==> config.mk <==
export PLATFORM = sky130hd
export DESIGN_NAME = regfile_write_arbiter
export DESIGN_NICKNAME = d
export VERILOG_FILES = /design/src/rtl/regfile_write_arbiter.sv
export SDC_FILE = /design/constraint.sdc
export NUM_CORES = 1
export LEC_CHECK = 0
export ABC_AREA = 1
export CAP_MARGIN = 25
export CORE_UTILIZATION = 40
export DETAILED_ROUTE_END_ITERATION = 10
export PLACE_DENSITY = 0.61
export SYNTH_ARGS = -nofsm -noshare
export SYNTH_HDL_FRONTEND = slang
export SYNTH_SLANG_ARGS = --single-unit
==> constraint.sdc <==
create_clock -name Clk -period 3.61 [get_ports Clk]
set_clock_uncertainty 0.1 [all_clocks]
set_input_delay 0.9025 -clock Clk [delete_from_list [all_inputs] [get_ports Clk]]
set_output_delay 0.9025 -clock Clk [all_outputs]
set_load 0.01 [all_outputs]
==> src/rtl/regfile_write_arbiter.sv <==
// Two-requester writeback arbiter (ALU / load path) in front of a single register-file write port.
// Define REGARB_FIXED_PRIO_EN for fixed ALU-first priority; default build is round-robin.
module regfile_write_arbiter #(
  parameter int unsigned DEPTH      = 2,
  parameter int unsigned ADDR_WIDTH = 5,
  parameter int unsigned DATA_WIDTH = 32
) (
  input  logic                  Clk,
  input  logic                  Rst_n,
  input  logic                  AluValid,
  input  logic [ADDR_WIDTH-1:0] AluReg,
  input  logic [DATA_WIDTH-1:0] AluData,
  output logic                  AluReady,
  input  logic                  MemValid,
  input  logic [ADDR_WIDTH-1:0] MemReg,
  input  logic [DATA_WIDTH-1:0] MemData,
  output logic                  MemReady,
  output logic [ADDR_WIDTH-1:0] WriteRegister,
  output logic [DATA_WIDTH-1:0] WriteData,
  output logic                  RegWrite,
  output logic                  Idle
);

  localparam int unsigned PTR_W = $clog2(DEPTH);
  localparam int unsigned CNT_W = $clog2(DEPTH + 1);

  typedef enum logic {
    GRANT_ALU = 1'b0,
    GRANT_MEM = 1'b1
  } grant_e;

  // Index 0 is the ALU requester, index 1 the memory requester.
  logic [ADDR_WIDTH-1:0] in_reg   [2];
  logic [DATA_WIDTH-1:0] in_data  [2];
  logic [ADDR_WIDTH-1:0] fifo_reg_q  [2][DEPTH];
  logic [DATA_WIDTH-1:0] fifo_data_q [2][DEPTH];
  logic [PTR_W-1:0]      wr_ptr_q [2];
  logic [PTR_W-1:0]      rd_ptr_q [2];
  logic [CNT_W-1:0]      count_q  [2];
  logic [CNT_W-1:0]      count_d  [2];
  logic [1:0]            ready_q, ready_d;
  logic [1:0]            push, pop, nonempty;

  logic                  grant_valid;
  grant_e                grant_sel;
  logic [ADDR_WIDTH-1:0] head_reg;
  logic [DATA_WIDTH-1:0] head_data;

  logic [ADDR_WIDTH-1:0] wreg_q, wreg_d;
  logic [DATA_WIDTH-1:0] wdata_q, wdata_d;
  logic                  regwrite_q, regwrite_d;

  assign in_reg[0]  = AluReg;
  assign in_reg[1]  = MemReg;
  assign in_data[0] = AluData;
  assign in_data[1] = MemData;

  assign push = {MemValid, AluValid} & ready_q;

  always_comb begin
    for (int unsigned i = 0; i < 2; i++) begin
      nonempty[i] = (count_q[i] != '0);
      count_d[i]  = count_q[i] + CNT_W'(push[i]) - CNT_W'(pop[i]);
      ready_d[i]  = (count_d[i] < CNT_W'(DEPTH));
    end
  end

`ifndef REGARB_FIXED_PRIO_EN
  grant_e last_q, last_d;

  always_comb begin
    last_d = grant_valid ? grant_sel : last_q;
  end

  always_ff @(posedge Clk or negedge Rst_n) begin
    if (!Rst_n) last_q <= GRANT_MEM;
    else        last_q <= last_d;
  end
`endif

  always_comb begin
    grant_valid = 1'b0;
    grant_sel   = GRANT_ALU;
`ifdef REGARB_FIXED_PRIO_EN
    if (nonempty[0]) begin
      grant_valid = 1'b1;
      grant_sel   = GRANT_ALU;
    end else if (nonempty[1]) begin
      grant_valid = 1'b1;
      grant_sel   = GRANT_MEM;
    end
`else
    if (nonempty[0] && nonempty[1]) begin
      grant_valid = 1'b1;
      grant_sel   = (last_q == GRANT_MEM) ? GRANT_ALU : GRANT_MEM;
    end else if (nonempty[0]) begin
      grant_valid = 1'b1;
      grant_sel   = GRANT_ALU;
    end else if (nonempty[1]) begin
      grant_valid = 1'b1;
      grant_sel   = GRANT_MEM;
    end
`endif
  end

  always_comb begin
    pop       = '0;
    head_reg  = fifo_reg_q[0][rd_ptr_q[0]];
    head_data = fifo_data_q[0][rd_ptr_q[0]];
    if (grant_sel == GRANT_MEM) begin
      head_reg  = fifo_reg_q[1][rd_ptr_q[1]];
      head_data = fifo_data_q[1][rd_ptr_q[1]];
    end
    if (grant_valid) pop = (grant_sel == GRANT_MEM) ? 2'b10 : 2'b01;
  end

  // Address/data hold between grants; only the strobe falls back to 0.
  always_comb begin
    wreg_d     = wreg_q;
    wdata_d    = wdata_q;
    regwrite_d = 1'b0;
    if (grant_valid) begin
      wreg_d     = head_reg;
      wdata_d    = head_data;
      regwrite_d = (head_reg != '0);
    end
  end

  always_ff @(posedge Clk) begin
    for (int unsigned i = 0; i < 2; i++) begin
      if (push[i]) begin
        fifo_reg_q[i][wr_ptr_q[i]]  <= in_reg[i];
        fifo_data_q[i][wr_ptr_q[i]] <= in_data[i];
      end
    end
  end

  always_ff @(posedge Clk or negedge Rst_n) begin
    if (!Rst_n) begin
      for (int unsigned i = 0; i < 2; i++) begin
        wr_ptr_q[i] <= '0;
        rd_ptr_q[i] <= '0;
        count_q[i]  <= '0;
      end
      ready_q    <= '0;
      wreg_q     <= '0;
      wdata_q    <= '0;
      regwrite_q <= 1'b0;
    end else begin
      for (int unsigned i = 0; i < 2; i++) begin
        if (push[i]) wr_ptr_q[i] <= wr_ptr_q[i] + PTR_W'(1);
        if (pop[i])  rd_ptr_q[i] <= rd_ptr_q[i] + PTR_W'(1);
        count_q[i] <= count_d[i];
      end
      ready_q    <= ready_d;
      wreg_q     <= wreg_d;
      wdata_q    <= wdata_d;
      regwrite_q <= regwrite_d;
    end
  end

  assign AluReady      = ready_q[0];
  assign MemReady      = ready_q[1];
  assign WriteRegister = wreg_q;
  assign WriteData     = wdata_q;
  assign RegWrite      = regwrite_q;
  assign Idle          = (count_q[0] == '0) && (count_q[1] == '0) && !regwrite_q;

endmodule
After elaboration in Yosys (flattened, before gate mapping)
Memory sizes are Yosys's and may differ from the RTL's.
Cells that the tools add are included.

cells by class
  eq/ne operators = 0
  div/mod/pow operators = 0
  magnitude comparators = 8
  multipliers = 0
  reduce and logical (&&, ||, !) cells = 11
  multiplexer cells = 37
  $add $sub $neg = 8
  bitwise logic cells = 5
  shifts and indexed selects = 0

operators by type and width
  cell                 number
  $mux 32              9
  $mux 64              2
  $demux 32 s1         2
  $mux 5               9
  $mux 10              2
  $demux 5 s1          2
  $mux 1               9
  $ge 2x2->1 const B   4
  $not 1->2            4
  $logic_and 1x1->1    5
  $reduce_bool 5->1    1
  $add 1x1->1 const B  4
  $add 2x1->2          2
  $logic_not 2->1      2
  $lt 2x1->1 const B   2
  $lt 2x2->1 const B   2
  $mux 2               2
  $reduce_bool 2->1    2
  $sub 2x1->2          2
  $and 2x2->2          1
  $logic_not 1->1      1

word-level totals
  bits in read-only memories = 0
  bits in latches = 0
  memories = 2
  flip-flop bits (word level) = 49
  bits in writable memories = 148
  logic and storage cells = 82
  output and inout port bits = 41

memory list
  memory       words  width  rd ports  clocked after Yosys merged registers in  write ports  RTL line  source
  fifo_data_q  2      64     2         0                                        2            36        logic [DATA_WIDTH-1:0] fifo_data_q [2][DEPTH];
  fifo_reg_q   2      10     2         0                                        2            35        logic [ADDR_WIDTH-1:0] fifo_reg_q [2][DEPTH];

Depth between registers and ports, before layout
  depth after elaboration = 8
  depth in mapped cells = 9
  gate-level depth less buffers = 9

Least setup slack after synthesis
OpenSTA, ideal clock, no wires.

  kind = input-to-reg
  from = input port AluValid
  to = memory fifo_data_q[0][0] (netlist name), enable pin
  required time = 3.079 ns
  slack = 0.501 ns
  stages on the path = 2
  data arrival time = 2.578 ns
  path through = nand2_1 > nor2_1

RTL lines
  what             RTL line  source
  start, declared  10        input logic AluValid,
  end, declared    36

Worst setup path in the final report
  from = register count_q[3] (netlist name)
  to = output port Idle

on the way
  cells in the longest elaborated chain, start to end = 3

RTL lines
  what                             RTL line  source
  start, declared                  39        logic [CNT_W-1:0] count_q [2];
  start signal, assigned by index  153       count_q[i] <= count_d[i];
  $logic_not 2->1                  167       assign Idle = (count_q[0] == '0) && (count_q[1] == '0) && !regwrite_q;
  $logic_and 1x1->1 (2 in series)  167
  end, declared                    21        output logic Idle

No other way between the ends.

==> reports/qor.log <==
INFO  status         run_status=complete, no violations
INFO  setup_path     critPathRequiredTime=2.61ns
INFO  global_routing globalRouteOverflowTotal=0
INFO  layout         p_r_area_growth_vs_syn=26.0%
INFO  placed_design  globalplace.congestion=0.754
INFO  layout         nFillCells=1,639
INFO  floorplan      coreArea=18,800um^2
INFO  setup_path     crit_end=Idle
INFO  cts            tritoncts=yes
INFO  yosys          yosys.cell_types.count=29
INFO  setup_path     worstPathMaxFanout=3
INFO  pwr            ir_drop=383uV
INFO  pwr            lkg_pwr=3.75nW
INFO  floorplan      initial_standard_cell_utilization_of_the_core=41.1%
INFO  sta            tightestPinTransition=0.861ns
INFO  detailed_routing drtPass1Iterations=4
INFO  cts            clk_pin_slew_worst_paths=0.07ns
INFO  cts            cts_root_buf=sky130_fd_sc_hd__clkbuf_16
INFO  layout         diodes=0
INFO  yosys          asyncSetResetFlopFracSynth=24.9%
INFO  yosys          ff_latch_count_synth=197
INFO  sta            final.period_utilization=78.4%
INFO  global_routing grt_pass1_vias=4,988
INFO  detailed_routing drt-initial-drc-count=359
INFO  yosys          syn_nets=693
INFO  sta            min_period=2.83ns
INFO  global_routing antenna_found_initial=0
INFO  setup_path     critical_path.startpoint_type=flop
INFO  floorplan      placement_rows=50
INFO  yosys          synth_area_per_cell=12.6um^2
INFO  placed_design  dp_slack=0.778ns
INFO  yosys          synth-seq-area-share=73.6%
INFO  setup_path     arr_time_crit_path=1.83ns
INFO  global_routing grtUsageTotal=18.3%
INFO  cts            post_cts.resized_instances=0
INFO  cts            cts_setup_buffers=0
INFO  setup_path     cp-startpoint=count_q[3]$_DFF_PN0_
INFO  detailed_routing ant_nets=0
INFO  global_routing global_route.usage.met2=31.6%
INFO  yosys          synth_edf_count=148
INFO  setup_path     worstSetupEndpointType=output pin
INFO  global_routing groute.layer.met1.usage=23.0%
INFO  layout         drive_gt1_share=11.2%
INFO  detailed_routing vias=4,824
INFO  layout         finalNetCount=813
INFO  setup_path     r2r_end=ready_q[0]$_DFF_PN0_
INFO  detailed_routing detail_route.drc_violations=0
INFO  cts            clkSinkCount=197
INFO  flow_run       max_cap_viol_count=0
INFO  sta            final_critical_path_setup_slack=0.781ns
INFO  global_routing globalRoute.busiestLayer=met2
INFO  floorplan      design.portCount=119
INFO  floorplan      floorplan.die_area=19,800um^2
INFO  sta            max-slew-margin-rel=42.6%
INFO  detailed_routing post_drt_wl_per_cell=17.6um
INFO  setup_path     path_class=flop to output pin
INFO  sta            setup_tns=0ns
INFO  cts            holdBufCountCts=0
INFO  setup_path     reg2reg_depth=9
INFO  pwr            cellPowerDensity=860nW/um^2
INFO  floorplan      chipHeight=141um
INFO  sta            final-hold-violation-count=0
INFO  yosys          yosys_most_used_dff=sky130_fd_sc_hd__edfxtp_1
INFO  placed_design  portBuffers=118
INFO  cts            h-tree-depth=4
INFO  sta            final-setup-viol-count=0
INFO  setup_path     reg2reg_from=count_q[3]$_DFF_PN0_
INFO  sta            timing.fmax=0.354GHz
INFO  placed_design  dp_hpwl=11.1mm
INFO  floorplan      die_width=141um
INFO  cts            clk-insertion-delay-late=0.43ns
INFO  hold_path      holdCritPathClass=flop to flop
INFO  detailed_routing routed_wirelength=17.2mm
INFO  sta            slew_violations=0
INFO  sta            rsz_0062_raised_after_global_routing=no
INFO  yosys          mappedNetlistArea=7700um^2
INFO  yosys          synthesis.yosys.warnings=0
INFO  yosys          synthesis.instances=611
INFO  cts            clock_tree.buffer_depth=2
INFO  detailed_routing avgViaCountPerCell=4.93
INFO  cts            numCtsBuffers=17
INFO  global_routing largest_net_degree_at_the_start_of_global_routing=44
INFO  setup_path     r2r_slack=1.31ns
INFO  global_routing grt_pass1_wl=26.7mm
INFO  global_routing gr_util_met3=3.63%
-- layer usage --
layer	vias to the layer above	part of all wire (%)
met2	112	51
li1	2321	-
met1	2385	44
met4	0	0.55
met5	-	0
met3	6	4.3
-- logic make-up (layout without fill, tap and decap cells) --
logic type / Yosys count / after routing / synth area share [%]
XOR/XNOR: 8 / 8 / 0.909
AO/OA/AOI/OAI: 14 / 14 / 1.10
adder cells (fa/ha/maj): 4 / 4 / 0.650
AND/OR/NAND/NOR: 341 / 341 / 20.4
buffers and inverters: 47 / 180 / 3.36
flip-flops: 197 / 197 / 73.6
-- power breakdown --
| group | internal (mW) | total, mW | switching (mW) |
|---|---|---|---|
| clock | 1.03 | 1.86 | 0.828 |
| sequential | 3.12 | 3.37 | 0.251 |
| combinational | 1.19 | 3.12 | 1.93 |
| total | 5.34 | 8.35 | 3.01 |
-- final cells by class --
cell class	instances	area (um^2)	share of cell area [%]
flip-flops and latches	197	5670	58.4
multi-input cells	367	1800	18.6
repair buffers	130	1290	13.3
clock buffers	18	429	4.42
well taps	234	293	3.01
clock inverters	14	151	1.56
inverters	18	70.1	0.721
-- critical path, cell delays in order (launching register included) --
cell and delay, ns:
sky130_fd_sc_hd__dfrtp_1 0.44, sky130_fd_sc_hd__nor2_2 0.23, sky130_fd_sc_hd__nand2_2 0.10, sky130_fd_sc_hd__nor2_1 0.09, sky130_fd_sc_hd__clkdlybuf4s50_1 0.55
-- Yosys cell counts, types with 2 or more instances --
cell	number	area (um^2)
sky130_fd_sc_hd__o21ai_0	11	55.1
sky130_fd_sc_hd__buf_2	13	65.1
sky130_fd_sc_hd__buf_12	3	60.1
sky130_fd_sc_hd__nand2_1	222	833
sky130_fd_sc_hd__nor2_1	9	33.8
sky130_fd_sc_hd__nor2_8	2	40.0
sky130_fd_sc_hd__or2_2	3	18.8
sky130_fd_sc_hd__edfxtp_1	148	4440
sky130_fd_sc_hd__dfrtp_1	48	1200
sky130_fd_sc_hd__buf_4	4	30.0
sky130_fd_sc_hd__xor2_1	4	35.0
sky130_fd_sc_hd__inv_1	15	56.3
sky130_fd_sc_hd__clkbuf_1	9	33.8
sky130_fd_sc_hd__xnor2_1	4	35.0
sky130_fd_sc_hd__nand3_2	20	200
sky130_fd_sc_hd__nand3_1	79	395
sky130_fd_sc_hd__nor2_2	2	12.5
sky130_fd_sc_hd__ha_1	4	50.1
-- how the worst min path moves through the flow --
stage,startpoint,end,slack [ns],cells after the start
after detailed placement,WriteData[20]$_DFFE_PN0N_,WriteData[20]$_DFFE_PN0N_,0.37,2
final,WriteData[29]$_DFFE_PN0N_,WriteData[29]$_DFFE_PN0N_,0.38,2
after CTS,WriteData[23]$_DFFE_PN0N_,WriteData[23]$_DFFE_PN0N_,0.39,2
after floorplan,WriteData[10]$_DFFE_PN0N_,WriteData[10]$_DFFE_PN0N_,0.42,2
after global placement,WriteData[9]$_DFFE_PN0N_,WriteData[9]$_DFFE_PN0N_,0.36,2
after global routing,WriteData[27]$_DFFE_PN0N_,WriteData[27]$_DFFE_PN0N_,0.41,2
-- per-stage QoR --
stage	cell area (um^2)	hold WS, ns	total power, mW	utilization, %	std cells
after global routing	9710	0.408	8.91	51.7	978
after CTS	9710	0.387	8.47	51.7	978
after detailed placement	9130	0.366	6.60	48.7	946
after global placement	9130	0.362	6.48	48.7	946
after floorplan	7700	0.416	5.45	-	611
final	9710	0.380	8.35	51.7	978
-- registers in the layout, summed over array words and instances, names as in the netlist --
name and cells:
fifo_data_q 128, WriteData 32, fifo_reg_q 20, WriteRegister 5
count_q 4, rd_ptr_q 2, ready_q 2, wr_ptr_q 2
RegWrite 1, last_q 1
-- layout by cell type, fill, tap and decap left out, drive strengths merged --
| cell type | count |
|---|---|
| nand4 | 1 |
| ha | 4 |
| inv | 21 |
| o21ai | 13 |
| a21oi | 1 |
| bufinv | 2 |
| dfstp | 1 |
| edfxtp | 148 |
| xor2 | 4 |
| clkinv | 5 |
| nand3 | 99 |
| clkbuf | 18 |
| or2 | 3 |
| clkinvlp | 4 |
| nand2 | 224 |
| nor2 | 14 |
| buf | 13 |
| xnor2 | 4 |
| dfrtp | 48 |
| clkdlybuf4s50 | 117 |
(Power assumes the default switching activity.)
